===== src/rtl/rwt_axis_tag_escaper.sv =====
//==============================================================================
//  Module      : rwt_axis_tag_escaper
//  Description : AXI-Stream converter from tuser tag-bit framing to in-band
//                escaped framing. Tag words are announced by a MAGIC word and
//                data words equal to MAGIC are sent as MAGIC followed by 0.
//  Revision    : 1.0  initial release
//==============================================================================
`timescale 1ns/1ps
`default_nettype none

module rwt_axis_tag_escaper #(
   parameter int                 DWIDTH  = 32,
   parameter int                 UWIDTH  = 2,
   parameter int                 TAG_BIT = 1,
   parameter logic [DWIDTH-1:0]  MAGIC   = 32'hA5A5_5A5A
) (
   input  logic              m_clk,
   input  logic              m_resetn,
   // input stream (tag-bit framing)
   input  logic [DWIDTH-1:0] s_axis_tdata,
   input  logic [UWIDTH-1:0] s_axis_tuser,
   input  logic              s_axis_tlast,
   input  logic              s_axis_tvalid,
   output logic              s_axis_tready,
   // output stream (escaped framing)
   output logic [DWIDTH-1:0] m_axis_tdata,
   output logic [UWIDTH-1:0] m_axis_tuser,
   output logic              m_axis_tlast,
   output logic              m_axis_tvalid,
   input  logic              m_axis_tready
);

   // PASS: output register loaded straight from the input.
   // SECOND: output register holds the leading MAGIC, pending register holds
   //         the word that must follow it; input is stalled meanwhile.
   typedef enum logic [0:0] {
      ST_PASS   = 1'b0,
      ST_SECOND = 1'b1
   } state_t;

   state_t            r_state;
   state_t            w_state_nxt;
   logic              r_in_esc;

   logic [DWIDTH-1:0] r_out_data;
   logic [UWIDTH-1:0] r_out_user;
   logic              r_out_last;
   logic              r_out_valid;

   logic [DWIDTH-1:0] r_pend_data;
   logic [UWIDTH-1:0] r_pend_user;
   logic              r_pend_last;

   logic              w_out_free;
   logic              w_accept;
   logic              w_is_tag;
   logic              w_tag_zero;
   logic              w_is_magic;
   logic              w_need_magic;
   logic              w_tag_more;

   // Input decode and handshake qualification
   always_comb begin
      w_out_free   = !r_out_valid || m_axis_tready;
      // Gated by reset so the input sees not-ready while reset is asserted
      s_axis_tready = m_resetn && w_out_free && (r_state == ST_PASS);
      w_accept     = s_axis_tvalid && s_axis_tready;
      w_is_tag     = s_axis_tuser[TAG_BIT];
      // A zero tag would decode downstream as escaped data, so it is dropped
      w_tag_zero   = w_is_tag && (s_axis_tdata == '0);
      w_is_magic   = !w_is_tag && (s_axis_tdata == MAGIC);
      // A MAGIC prefix is needed for a fresh tag chain or for literal MAGIC data
      w_need_magic = (w_is_tag && !w_tag_zero && !r_in_esc) || w_is_magic;
      w_tag_more   = s_axis_tdata[DWIDTH-1];
   end

   // State register
   always_ff @(posedge m_clk or negedge m_resetn) begin
      if (!m_resetn) begin
         r_state <= ST_PASS;
      end else begin
         r_state <= w_state_nxt;
      end
   end

   // Next-state logic: enter SECOND on two-word sequences, leave once the
   // leading MAGIC has been taken by the sink
   always_comb begin
      w_state_nxt = r_state;
      case (r_state)
         ST_PASS: begin
            if (w_accept && w_need_magic) begin
               w_state_nxt = ST_SECOND;
            end
         end
         ST_SECOND: begin
            if (m_axis_tready) begin
               w_state_nxt = ST_PASS;
            end
         end
         default: w_state_nxt = ST_PASS;
      endcase
   end

   // Escape-chain flag: set only after a non-zero tag with its more bit set
   always_ff @(posedge m_clk or negedge m_resetn) begin
      if (!m_resetn) begin
         r_in_esc <= 1'b0;
      end else if (w_accept) begin
         r_in_esc <= w_is_tag && !w_tag_zero && w_tag_more;
      end
   end

   // Output and pending registers
   always_ff @(posedge m_clk or negedge m_resetn) begin
      if (!m_resetn) begin
         r_out_data  <= '0;
         r_out_user  <= '0;
         r_out_last  <= 1'b0;
         r_out_valid <= 1'b0;
         r_pend_data <= '0;
         r_pend_user <= '0;
         r_pend_last <= 1'b0;
      end else if (r_state == ST_SECOND) begin
         if (m_axis_tready) begin
            r_out_data  <= r_pend_data;
            r_out_user  <= r_pend_user;
            r_out_last  <= r_pend_last;
            r_out_valid <= 1'b1;
         end
      end else if (w_accept) begin
         if (w_tag_zero) begin
            r_out_valid <= 1'b0;
         end else if (w_need_magic) begin
            r_out_data  <= MAGIC;
            r_out_user  <= '0;
            r_out_last  <= 1'b0;
            r_out_valid <= 1'b1;
            // Follower is the tag itself, or 0 standing for literal MAGIC data
            r_pend_data <= w_is_magic ? '0 : s_axis_tdata;
            r_pend_user <= w_is_magic ? s_axis_tuser : '0;
            r_pend_last <= s_axis_tlast;
         end else begin
            r_out_data  <= s_axis_tdata;
            r_out_user  <= w_is_tag ? '0 : s_axis_tuser;
            r_out_last  <= s_axis_tlast;
            r_out_valid <= 1'b1;
         end
      end else if (m_axis_tready) begin
         r_out_valid <= 1'b0;
      end
   end

   assign m_axis_tdata  = r_out_data;
   assign m_axis_tuser  = r_out_user;
   assign m_axis_tlast  = r_out_last;
   assign m_axis_tvalid = r_out_valid;

endmodule

`default_nettype wire


===== config.mk =====
export PLATFORM = sky130hd
export DESIGN_NAME = rwt_axis_tag_escaper
export DESIGN_NICKNAME = d
export VERILOG_FILES = /design/src/rtl/rwt_axis_tag_escaper.sv
export SDC_FILE = /design/constraint.sdc
export NUM_CORES = 1
export LEC_CHECK = 0
export BUFFER_PORTS_ARGS = -buffer_cell sky130_fd_sc_hd__buf_2
export CORE_ASPECT_RATIO = 1.25
export CORE_MARGIN = 8
export CORE_UTILIZATION = 50
export CTS_CLUSTER_SIZE = 12
export DETAILED_ROUTE_END_ITERATION = 8
export GPL_ROUTABILITY_DRIVEN = 0
export HOLD_SLACK_MARGIN = 0.02
export PLACE_DENSITY = 0.79
export SETUP_SLACK_MARGIN = 0.05
export SYNTH_ARGS = -nofsm -noshare
export SYNTH_HDL_FRONTEND = slang
export SYNTH_SLANG_ARGS = --single-unit
export TNS_END_PERCENT = 50

===== constraint.sdc =====
create_clock -name m_clk -period 3.55 [get_ports m_clk]
set_input_delay 0.1775 -clock m_clk [delete_from_list [all_inputs] [get_ports m_clk]]
set_output_delay 0.1775 -clock m_clk [all_outputs]
set_load 0.03 [all_outputs]

# After elaboration in Yosys (flattened, before gate mapping)
# Cells that the tools add are included.
op_classes:
  n_eq_ne: 3
  muxes: 26
  n_bitwise: 2
  n_reduce_logical: 21
op_table:
  columns: ["op", "n"]
  rows:
  - ["$mux W32", 6]
  - ["$eq A32 B32 Y1 const B", 1]
  - ["$logic_not A32 Y1", 1]
  - ["$mux W1", 14]
  - ["$mux W2", 5]
  - ["$logic_and A1 B1 Y1", 9]
  - ["$logic_not A1 Y1", 4]
  - ["$ne A2 B2 Y1 const B", 2]
  - ["$reduce_and A4 Y1", 1]
  - ["$reduce_bool A2 Y1", 2]
  - ["$reduce_and A3 Y1", 1]
  - ["$logic_or A1 B1 Y1", 2]
  - ["$not A1 Y1", 2]
  - ["$pmux W1 S2", 1]
  - ["$reduce_and A2 Y1", 1]
word_totals:
  ff_bits: 73
  inputBits: 39
  out_inout_bits: 37
  word_cells: 61

# Depth between registers and ports, before layout
depth:
  depth_word: 10
  ltp_mapped: 7

# Worst setup path before layout
# OpenSTA, ideal clock, no wires.
synth_path:
  path_type: "flip-flop to flip-flop"
  startpoint: "reg r_out_valid, in the netlist m_axis_tvalid"
  endpoint: "reg r_out_data[10], in the netlist m_axis_tdata[10]"
  t_arrival_ns: 1.678
  slack_ns: 1.747
  stages_incl_launch_ff: 8
  path_buffers: 2
  synth_period_minus_slack_ns: 1.803
  path_cell_list: "dfrtp_1 nand2b_1 nand4b_1 a31oi_1 a21o_1 buf_6 buf_6 mux2_4"
synth_between:
  elab_chain_cells: 7
synth_lines:
  columns: ["item", "line_no", "rtl"]
  rows:
  - ["start, declared", "48", "logic r_out_valid;"]
  - ["start signal, assigned", "120", "r_out_valid <= 1'b0;"]
  - ["start signal, assigned", "129", "r_out_valid <= 1'b1;"]
  - ["start signal, assigned", "133", "r_out_valid <= 1'b0;"]
  - ["$logic_not A1 Y1", "64", "w_out_free = !r_out_valid || m_axis_tready;"]
  - ["$logic_or A1 B1 Y1", "64", null]
  - ["$logic_and A1 B1 Y1 (2 in series)", "66", "s_axis_tready = m_resetn && w_out_free && (r_state == ST_PASS);"]
  - ["$logic_and A1 B1 Y1", "67", "w_accept = s_axis_tvalid && s_axis_tready;"]
  - ["$reduce_bool A2 Y1 (no source line)", null, null]
  - ["$reduce_and A3 Y1 (no source line)", null, null]
  - ["end signal, assigned", "126", "r_out_data <= r_pend_data;"]
  - ["end signal, assigned", "144", "r_out_data <= s_axis_tdata;"]
  - ["end, declared", "45", "logic [DWIDTH-1:0] r_out_data;"]
# Every way passes these cells.
# A chain may end at the register's enable or synchronous reset.

# Worst setup path after layout
layout_path:
  startpoint: "reg r_state"
  endpoint: "reg r_out_user[0], in the netlist m_axis_tuser[0]"
layout_between:
  elab_chain_cells: 5
  elab_cells_between_ends: 8
  classes_between: "2 x eq/ne; 1 x mux; 1 x bitwise; 4 x reduce/logical"
layout_lines:
  columns: ["item", "line_no", "rtl"]
  rows:
  - ["start, declared", "41", "state_t r_state;"]
  - ["start signal, assigned", "82", "r_state <= w_state_nxt;"]
  - ["$not A1 Y1 (no source line)", null, null]
  - ["$logic_and A1 B1 Y1", "66", null]
  - ["$logic_and A1 B1 Y1", "67", null]
  - ["$reduce_bool A2 Y1 (no source line)", null, null]
  - ["$reduce_and A3 Y1 (no source line)", null, null]
  - ["end signal, assigned", "127", "r_out_user <= r_pend_user;"]
  - ["end signal, assigned", "145", "r_out_user <= w_is_tag ? '0 : s_axis_tuser;"]
  - ["end, declared", "46", "logic [UWIDTH-1:0] r_out_user;"]
# Several ways; a longest one is shown, not always the timed one.

==> run metrics <==
CTS tree=yes; Mapped Avg Cell Area=11.0 um2; Final Hold Violating Endpoints=0; Hold Path Class=in2async; total gr overflow=0; max-cap viol count=0; die width=slightly above 90 um; count of cell types in the netlist=26; WL met3=433 um; Critical Path End Type=flop; DR vias/cell=5.30; P_leak=2.13 nW; Synth Net Count=374; critical path required time=3.78 ns; Row Count=35; GRT Util Overall=16.5%; Die H=112 um; Post-CTS Setup Inserts=0; YS warnings=0; storage element area=roughly 1800 um2; most common cell after layout, fill and taps aside=buf_2; hold_buf cts=0; Clock Sinks=73; clk root buf=clkbuf_8; largest net degree at the start of global routing=between 70 and 80; core box area=7270 um2; clock skew=0.00717 ns; vias in the first global route=roughly 2900; # resized after CTS=0; nets=approximately 440; placed cells=approximately 490; Post-route DRC=0; initial antenna violation count=0; share of layout cells above drive strength 1=32.9%; Area Overhead vs Synth=15.0%; VDD IR max=around 0.35 mV; Fill cells=656; Routed Antenna Nets=0; post-synthesis cell area=between 3000 and 4000 um2; wire length per cell=around 16 um; #FFs+latches synth=73; metal2 WL=~4000 um; minimum clock period=2.42 ns; Reg clk slew, reported paths=0.08 ns; via count=2660; Max Root-Sink Buffers=2; Starting Density=50.5%; Pre-antenna DRT Iters=4; WL met1=3660 um; Cells after Synth=approximately 340; fin crit share=68.1%; htree depth=3; setup_tns=0 ns; kind of critical path=reg2reg; Register-to-Register Path Depth=3; Slew Limit Fails=0; first-pass GRT wire length=13800 um; unrepaired setup endpoints after global routing=false; Top Ports=76; final wirelength=8160 um; setup violators final=0; Slew headroom=between 20 and 30%; CP startpoint kind=flop; CTS Buf Count=9; final non-filler cell total=502; Detailed Route Iter0 Violations=103; post-DP HPWL=5750 um; measured slew at the worst slew-check pin=1.07 ns; cell area power density=680 nW/um2; highest routed layer=met4; Ant. Diodes=0; I/O Buffers=75; fmax=between 400 and 500 MHz; CP max FO=73; sequential fraction of the synthesis area=49.8%; Die ar.=10400 um2; status=complete, no violations; Worst-Skew Late Latency=between 0.3 and 0.4 ns; Multi-input gate area=1500 um2; commonest non-fill, non-tap cells in the layout=buf_2 (74), dfrtp_1 (72), nand2_1 (54); CP arrival=2.65 ns
critical path: stages (launching register included):
cell     delay [ns]
dfrtp_2        0.35
buf_4          0.56
a21o_2         0.95
mux2_2         0.42
state kept, by name (all words and copies together), names as in the netlist:
signal,flops
m_axis_tvalid,1
m_axis_tdata,32
r_pend_data,32
r_pend_user,2
r_in_esc,1
m_axis_tuser,2
m_axis_tlast,1
r_pend_last,1
r_state,1
cells by family after synthesis:
family                 count (synthesis)  share of synthesized area (%)
buffers and inverters                 72                           9.30
DFF                                   73                           49.8
muxes                                 68                           22.2
and+or+nand+nor                       80                           10.2
AOI/OAI and AO/OA                     42                           8.52
layout make-up:
type	instances	area share, %
clock buffer	9	2.93
clock inverter	7	1.13
inverter	52	4.62
multi-input combinational	190	35.6
sequential	73	43.3
tap	92	2.73
timing repair buffer	79	9.66
cells in the mapped netlist, drive strengths merged:
library cell	number	area, um2
a21o	2	15.0
inv	52	195
a21oi	1	8.76
dfrtp	73	1830
nand4b	1	8.76
and3b	2	17.5
nand3	1	5.00
mux2i	32	320
nor2	2	7.51
mux2	36	495
nor4	8	50.1
o41ai	2	17.5
nand4	4	25.0
buf	8	101
nor2b	1	6.26
and4	3	26.3
o31ai	32	240
nand2b	4	25.0
o21ai	3	15.0
o21ba	1	10.0
nand2	54	203
a31oi	1	6.26
clkbuf	12	45.0
routing by layer:
metal	vias to the layer above	GRT usage (%)
li1	1276	-
met1	1302	20.4
met2	73	27.7
met3	9	3.77
met4	0	5.39
met5	-	0
final timing paths:
path,slack (ns),start,endpoint
setup / recovery,1.13,r_state,m_axis_tuser[0]
hold / removal,0.04,m_resetn,m_axis_tdata[14]
setup reg to reg,1.13,r_state,m_axis_tuser[0]
hold reg to reg,0.50,r_in_esc,r_in_esc
max in group asynchronous,2.86,m_resetn,r_state
min in group m_clk,0.09,s_axis_tuser[0],r_pend_user[0]
where the power goes:
| part | total [W] | switching (W) | internal, W | leakage [nW] |
|---|---|---|---|---|
| Combinational | 0.00106 | 0.000642 | 0.000416 | 1.19 |
| Sequential | 0.00125 | 0.000130 | 0.00112 | 0.861 |
| Clock | 0.000565 | 0.000313 | 0.000252 | 0.0850 |
| Total | 0.00287 | 0.00109 | 0.00179 | 2.13 |
metrics by stage:
| stage | hold WS, ns | instance area, um2 | setup WS, ns | utilization, % | total power (W) |
|---|---|---|---|---|---|
| global placement | 0.438 | 4050 | 1.01 | 55.7 | 0.00230 |
| global route | 0.0797 | 4220 | 0.962 | 58.1 | 0.00305 |
| CTS | 0.0755 | 4220 | 1.10 | 58.1 | 0.00291 |
| finish | 0.0399 | 4220 | 1.13 | 58.1 | 0.00287 |
| floorplan | -0.118 | 3670 | 1.75 | - | 0.00202 |
| detailed placement | 0.440 | 4050 | 0.853 | 55.7 | 0.00234 |
No activity file was read; power rests on OpenSTA's default activity.
